File: config.mk
export PLATFORM = sky130hd
export DESIGN_NAME = fetch_decode_stage
export DESIGN_NICKNAME = d
export VERILOG_FILES = /design/src/rtl/fetch_decode_stage.sv
export SDC_FILE = /design/constraint.sdc
export NUM_CORES = 1
export LEC_CHECK = 0
export BUFFER_PORTS_ARGS = -buffer_cell sky130_fd_sc_hd__buf_4
export CORE_ASPECT_RATIO = 1.2
export CORE_MARGIN = 10
export CORE_UTILIZATION = 45
export CTS_CLUSTER_SIZE = 10
export DETAILED_ROUTE_END_ITERATION = 16
export HOLD_SLACK_MARGIN = 0.05
export PLACE_DENSITY = 0.73
export SKIP_CTS_REPAIR_TIMING = 1
export SYNTH_ARGS = -nofsm -noshare
export SYNTH_HDL_FRONTEND = slang
export SYNTH_SLANG_ARGS = --single-unit
File: constraint.sdc
create_clock -name clk -period 2.2 [get_ports clk]
set_input_delay 0.22 -clock clk [delete_from_list [all_inputs] [get_ports clk]]
set_output_delay 0.22 -clock clk [all_outputs]
set_load 0.1 [all_outputs]
File: src/rtl/fetch_decode_stage.sv
// Instruction-fetch stage with IF/ID pipeline register.
// Drives the PC to a combinational instruction ROM, registers the fetched
// word, splits it into decode fields, and manages stall, branch redirect
// (flush) and a HALTED state entered on the HALT opcode.
module fetch_decode_stage #(
    parameter int                    PC_WIDTH    = 8,
    parameter int                    INSTR_WIDTH = 16,
    parameter logic [PC_WIDTH-1:0]   RESET_PC    = 8'h00,
    parameter logic [3:0]            HALT_OPCODE = 4'hF
) (
    input  logic                   clk,
    input  logic                   rst_n,
    input  logic                   stall,
    input  logic                   branch_taken,
    input  logic [PC_WIDTH-1:0]    branch_target,
    output logic [PC_WIDTH-1:0]    imem_addr,
    input  logic [INSTR_WIDTH-1:0] imem_data,
    output logic                   id_valid,
    output logic [PC_WIDTH-1:0]    id_pc,
    output logic [3:0]             id_opcode,
    output logic [3:0]             id_rd,
    output logic [3:0]             id_rs,
    output logic [3:0]             id_imm4,
    output logic                   halted
);

    typedef enum logic {
        RUN    = 1'b0,
        HALTED = 1'b1
    } state_t;

    state_t state_q;
    state_t state_d;

    // Fetch stage: program counter
    logic [PC_WIDTH-1:0] pc_p0;
    logic [PC_WIDTH-1:0] pc_d;

    // IF/ID stage: captured instruction and its address
    logic                vld_p1;
    logic                vld_d;
    logic                load_id;
    logic [PC_WIDTH-1:0] pc_p1;
    logic [3:0]          opcode_p1;
    logic [3:0]          rd_p1;
    logic [3:0]          rs_p1;
    logic [3:0]          imm4_p1;

    logic [3:0]          fetch_opcode;

    assign fetch_opcode = imem_data[15:12];

    // State register; leaves HALTED only on a redirect or reset.
    always_ff @(posedge clk or negedge rst_n) begin
        if (!rst_n) begin
            state_q <= RUN;
        end else begin
            state_q <= state_d;
        end
    end

    // Next-state and register controls; a branch overrides stall and HALTED.
    always_comb begin
        state_d = state_q;
        pc_d    = pc_p0;
        vld_d   = vld_p1;
        load_id = 1'b0;
        if (branch_taken) begin
            // Flush: only the valid bit drops, fields keep stale contents.
            pc_d    = branch_target;
            vld_d   = 1'b0;
            state_d = RUN;
        end else if (state_q == RUN) begin
            if (!stall) begin
                load_id = 1'b1;
                vld_d   = 1'b1;
                if (fetch_opcode == HALT_OPCODE) begin
                    // PC parks on the HALT instruction itself.
                    state_d = HALTED;
                end else begin
                    pc_d = pc_p0 + PC_WIDTH'(1);
                end
            end
        end else begin
            // HALTED: emit bubbles, but keep the HALT word while stalled.
            if (!stall) begin
                vld_d = 1'b0;
            end
        end
    end

    // Program counter register.
    always_ff @(posedge clk or negedge rst_n) begin
        if (!rst_n) begin
            pc_p0 <= RESET_PC;
        end else begin
            pc_p0 <= pc_d;
        end
    end

    // IF/ID register: valid bit plus decode fields loaded on a real fetch.
    always_ff @(posedge clk or negedge rst_n) begin
        if (!rst_n) begin
            vld_p1    <= 1'b0;
            pc_p1     <= '0;
            opcode_p1 <= '0;
            rd_p1     <= '0;
            rs_p1     <= '0;
            imm4_p1   <= '0;
        end else begin
            vld_p1 <= vld_d;
            if (load_id) begin
                pc_p1     <= pc_p0;
                opcode_p1 <= imem_data[15:12];
                rd_p1     <= imem_data[11:8];
                rs_p1     <= imem_data[7:4];
                imm4_p1   <= imem_data[3:0];
            end
        end
    end

    assign imem_addr = pc_p0;
    assign id_valid  = vld_p1;
    assign id_pc     = pc_p1;
    assign id_opcode = opcode_p1;
    assign id_rd     = rd_p1;
    assign id_rs     = rs_p1;
    assign id_imm4   = imm4_p1;
    assign halted    = (state_q == HALTED);

endmodule
Word level (Yosys, flattened, before mapping)
Index checks and enable logic that the tools add are counted.
{"block": "word_totals", "regBits": 34, "wordCells": 29, "out_inout_bits": 34, "in_bits": 28}
{"block": "classes", "n_addsub": 1, "muxes": 15, "eq_ne": 4, "reduce_logical": 1}
{"cell": "8-bit two-way mux", "n": 4}
{"cell": "1-bit two-way mux", "n": 11}
{"cell": "8-bit by 1-bit adder with 8-bit output (second input constant)", "n": 1}
{"cell": "4-bit == test (second input constant)", "n": 1}
{"cell": "2-bit != test (second input constant)", "n": 2}
{"cell": "3-bit AND reduction", "n": 1}
{"cell": "2-bit by 1-bit != test with 1-bit output (second input constant)", "n": 1}

Depth between registers and ports, before layout
{"block": "depth", "ltp_word": 5, "ltp_mapped": 4, "mapped_depth_nobuf": 4}

Worst setup path after synthesis
OpenSTA, ideal clock, no wires.
{"block": "synth_path", "path_kind": "register to register", "startpoint": "register pc_p0[0], in the netlist imem_addr[0]", "endpoint": "register pc_p0[4], in the netlist imem_addr[4]", "setup_time_ps": 82, "setup_slack_ps": -127, "arrival_ps": 2246, "period_less_slack_ps": 2327, "t_required_ps": 2118, "path_stages_with_launch": 5, "n_path_buf": 0, "cell_sequence": "dfrtp_1 -> ha_1 -> or3b_4 -> or4_1 -> a31oi_1"}
{"block": "synth_between", "elab_chain_len": 5}
{"item": "start: declaration", "line": "36", "text": "logic [PC_WIDTH-1:0] pc_p0;"}
{"item": "start signal: assignment", "line": "97", "text": "pc_p0 <= pc_d;"}
{"item": "8-bit by 1-bit adder with 8-bit output", "line": "81", "text": "pc_d = pc_p0 + PC_WIDTH'(1);"}
{"item": "8-bit two-way mux", "line": "77", "text": "if (fetch_opcode == HALT_OPCODE) begin"}
{"item": "8-bit two-way mux", "line": "74", "text": "if (!stall) begin"}
{"item": "8-bit two-way mux", "line": "73", "text": "end else if (state_q == RUN) begin"}
{"item": "8-bit two-way mux", "line": "68", "text": "if (branch_taken) begin"}
Every way passes these cells. The select of a mux whose other input is x is not followed.
A chain may end at the register's enable or synchronous reset.

Worst setup path in the final report
Ends and elaborated chain as after synthesis.

==> flow_summary_export.csv <==
group,metric,value,unit
timing,finalCritPeriodShare,0.793,
timing,rsz0062_at_grt,"no",
synthesis,synth.yosys.warnings,0,
routing,drt_iter0_drc,30,
die,die_width,72.6,um
clock_network,numCtsBuffers,5,
die,die_h,83.1,um
grt,grt_use_total,0.122,
timing,worst_slack,0.454,ns
grt,grt_max_degree,35,
clock_network,cts_num_sinks,34,
synthesis,synthTopCellsByArea,"dfrtp_1, mux2_2, nor2_1",
grt,grt_pass1_wl,6060,um
clock_network,cts_tree,"yes",
timing,report.final.hold_viol_count,0,
worst_setup_path,worstPathArrival,1.99,ns
min_path,worst_hold_path_type,"in2reg",
finish,final_common_cell,"buf_4",
die,core_area,0.00311,mm^2
place,io_buffers,61,
routing,drtPass1Iterations,4,
grt,grt_antenna_before_repair,0,
clock_network,htree_levels,2,
synthesis,yosysTopAreaCell,"dfrtp_1",
place,dp.cells,210,
routing,wl_per_cell,17.0,um
finish,layout_common_cells,"buf_4, dfrtp_1, mux2_2",
worst_setup_path,crit_path_top_delay_cell,"or4_1",
die,io_pins,62,
worst_setup_path,end_kind,"register",
place,dpl_worst_slack,0.494,ns
synthesis,syn-instance-count,116,
grt,gr-max-usage-layer,"met2",
pwr,power.density,1150,mW/mm^2
synthesis,yosysSeqAreaShare,0.570,
routing,antenna_left,0,
place,placed_cell_area,0.00199,mm^2
finish,syn2layout_area_growth,39.1,%
synthesis,synth_edf_count,0,
routing,drt-total-wl,3720,um
routing,vias,1212,
finish,drive_gt1_frac,0.530,
pwr,leakage,0.941,nW
pwr,ir_drop,747,uV
place,place_hpwl,2910,um
finish,diodes,0,
die,initial_core_util,0.479,
grt,use_met3,0.0702,
synthesis,syn_area,0.00149,mm^2
worst_setup_path,critPathKind,"reg2reg",
timing,finClkSkew,0.00371,ns
finish,stdcell_area,0.00207,mm^2
synthesis,synth_fp_nets,145,
timing,timing.fmax,0.573,GHz
worst_setup_path,critPathLaunchType,"register",
synthesis,ys_seq_elements,34,
routing,detail_route.vias_per_cell,5.53,
synthesis,ys_async_sr_fraction,1.00,
place,gp_congestion,0.803,
synthesis,synth_top_area_frac,0.570,
clock_network,root_buffer,"clkbuf_4",
worst_setup_path,critical-path-max-stage-delay,0.47,ns
worst_setup_path,crit_chain,"ha_1, or3b_4, or4_1, a31oi_1",
timing,post-route-min-period,1.75,ns
synthesis,synth.distinct_cells,34,
die,die_area,0.00603,mm^2
timing,finalSetupTns,0,ns
timing,worstMarginPinSlew,0.426,ns
grt,grt_overflow,0,
grt,grtUsageMet1,0.137,
timing,fin_hold_ws,0.0951,ns
grt,grt_pass1_vias,1250,
synthesis,ys.flop_type,"dfrtp_1",
timing,setup_violations,0,
grt,use_met2,0.194,
clock_network,clk_pin_slew,0.10,ns
routing,drc,0,
worst_setup_path,cp.required,2.45,ns
pwr,power,2.38,mW
die,floorplan.rows,22,
finish,fin_util,0.667,
finish,fin_cells,219,
timing,maxSlewViolCount,0,
run_status,status,"completed",
timing,relSlewSlack,0.716,
worst_setup_path,crit_fanout,6,
clock_network,clock_path_buffers,2,
clock_network,insertion_delay,0.33,ns
synthesis,syn_avg_cell_area,12.9,um^2
flow_run,max_cap_violations,0,
finish,num-nets-final,211,
-- final cells by class --
| cell class | count | area, um^2 |
|---|---|---|
| sequential | 34 | 853 |
| multi-input combinational | 75 | 611 |
| clock inverter | 1 | 30.0 |
| clock buffer | 7 | 45.0 |
| timing repair buffer | 64 | 483 |
| inverter | 2 | 7.51 |
| fill | 241 | 1040 |
| tap | 36 | 45.0 |
-- Yosys cell counts, drive strengths merged (2+ instances only) --
library cell and instances:
buf 3, or4 2, o21ai 2, o31ai 3
o311ai 2, nor2b 2, clkbuf 2, a22oi 3
mux2 24, dfrtp 34, nand3 5, nor2 9
nand2 2, nand4 2, a31oi 3
-- logic make-up (layout without fill, tap and decap cells) --
kind of cell / Yosys count / count (layout) / share of synthesized area
adder cells (fa/ha/maj): 1 / 1 / 0.00839
AND/OR/NAND/NOR: 32 / 32 / 0.129
AO/OA/AOI/OAI: 18 / 18 / 0.0864
flip-flops: 34 / 34 / 0.570
multiplexers: 24 / 24 / 0.181
buffers and inverters: 7 / 74 / 0.0243
-- sequential cells by signal, indices dropped and copies added, names as in the netlist --
signal	count
halted	1
id_imm4	4
id_valid	1
id_pc	8
imem_addr	8
id_opcode	4
id_rd	4
id_rs	4
-- routing by layer --
metal / vias up / wire length (um) / part of all wire
li1: 568 / - / -
met1: 585 / 1520 / 0.41
met2: 55 / 1770 / 0.47
met3: 4 / 412 / 0.11
met4: 0 / 26 / 0.0070
met5: - / 0 / 0
-- worst max-delay path, delay by kind of cell (launching register included) --
| family | cells | cell delay (ns) |
|---|---|---|
| fa+ha+maj | 1 | 0.18 |
| compound gates | 1 | 0.18 |
| flops | 1 | 0.43 |
| simple gates | 2 | 0.88 |
-- power by group --
group          switching [mW]  internal (mW)
combinational           0.891          0.257
sequential             0.0686          0.725
clock                   0.201          0.241
total                    1.16           1.22
-- worst paths after layout --
| kind | from | endpoint | slack (ns) | cells after the start |
|---|---|---|---|---|
| worst max-delay path | imem_addr[0] | imem_addr[4] | 0.45 | 4 |
| worst min-delay path | branch_target[2] | imem_addr[2] | 0.1 | 2 |
| worst max register to register | imem_addr[0] | imem_addr[4] | 0.45 | 4 |
| worst min register to register | id_opcode[0] | id_opcode[0] | 0.51 | 1 |
| max in group asynchronous | rst_n | imem_addr[1] | 1.51 | 2 |
| min in group asynchronous | rst_n | imem_addr[5] | 0.36 | 2 |
Note: power is estimated with default switching activity, not from simulation.
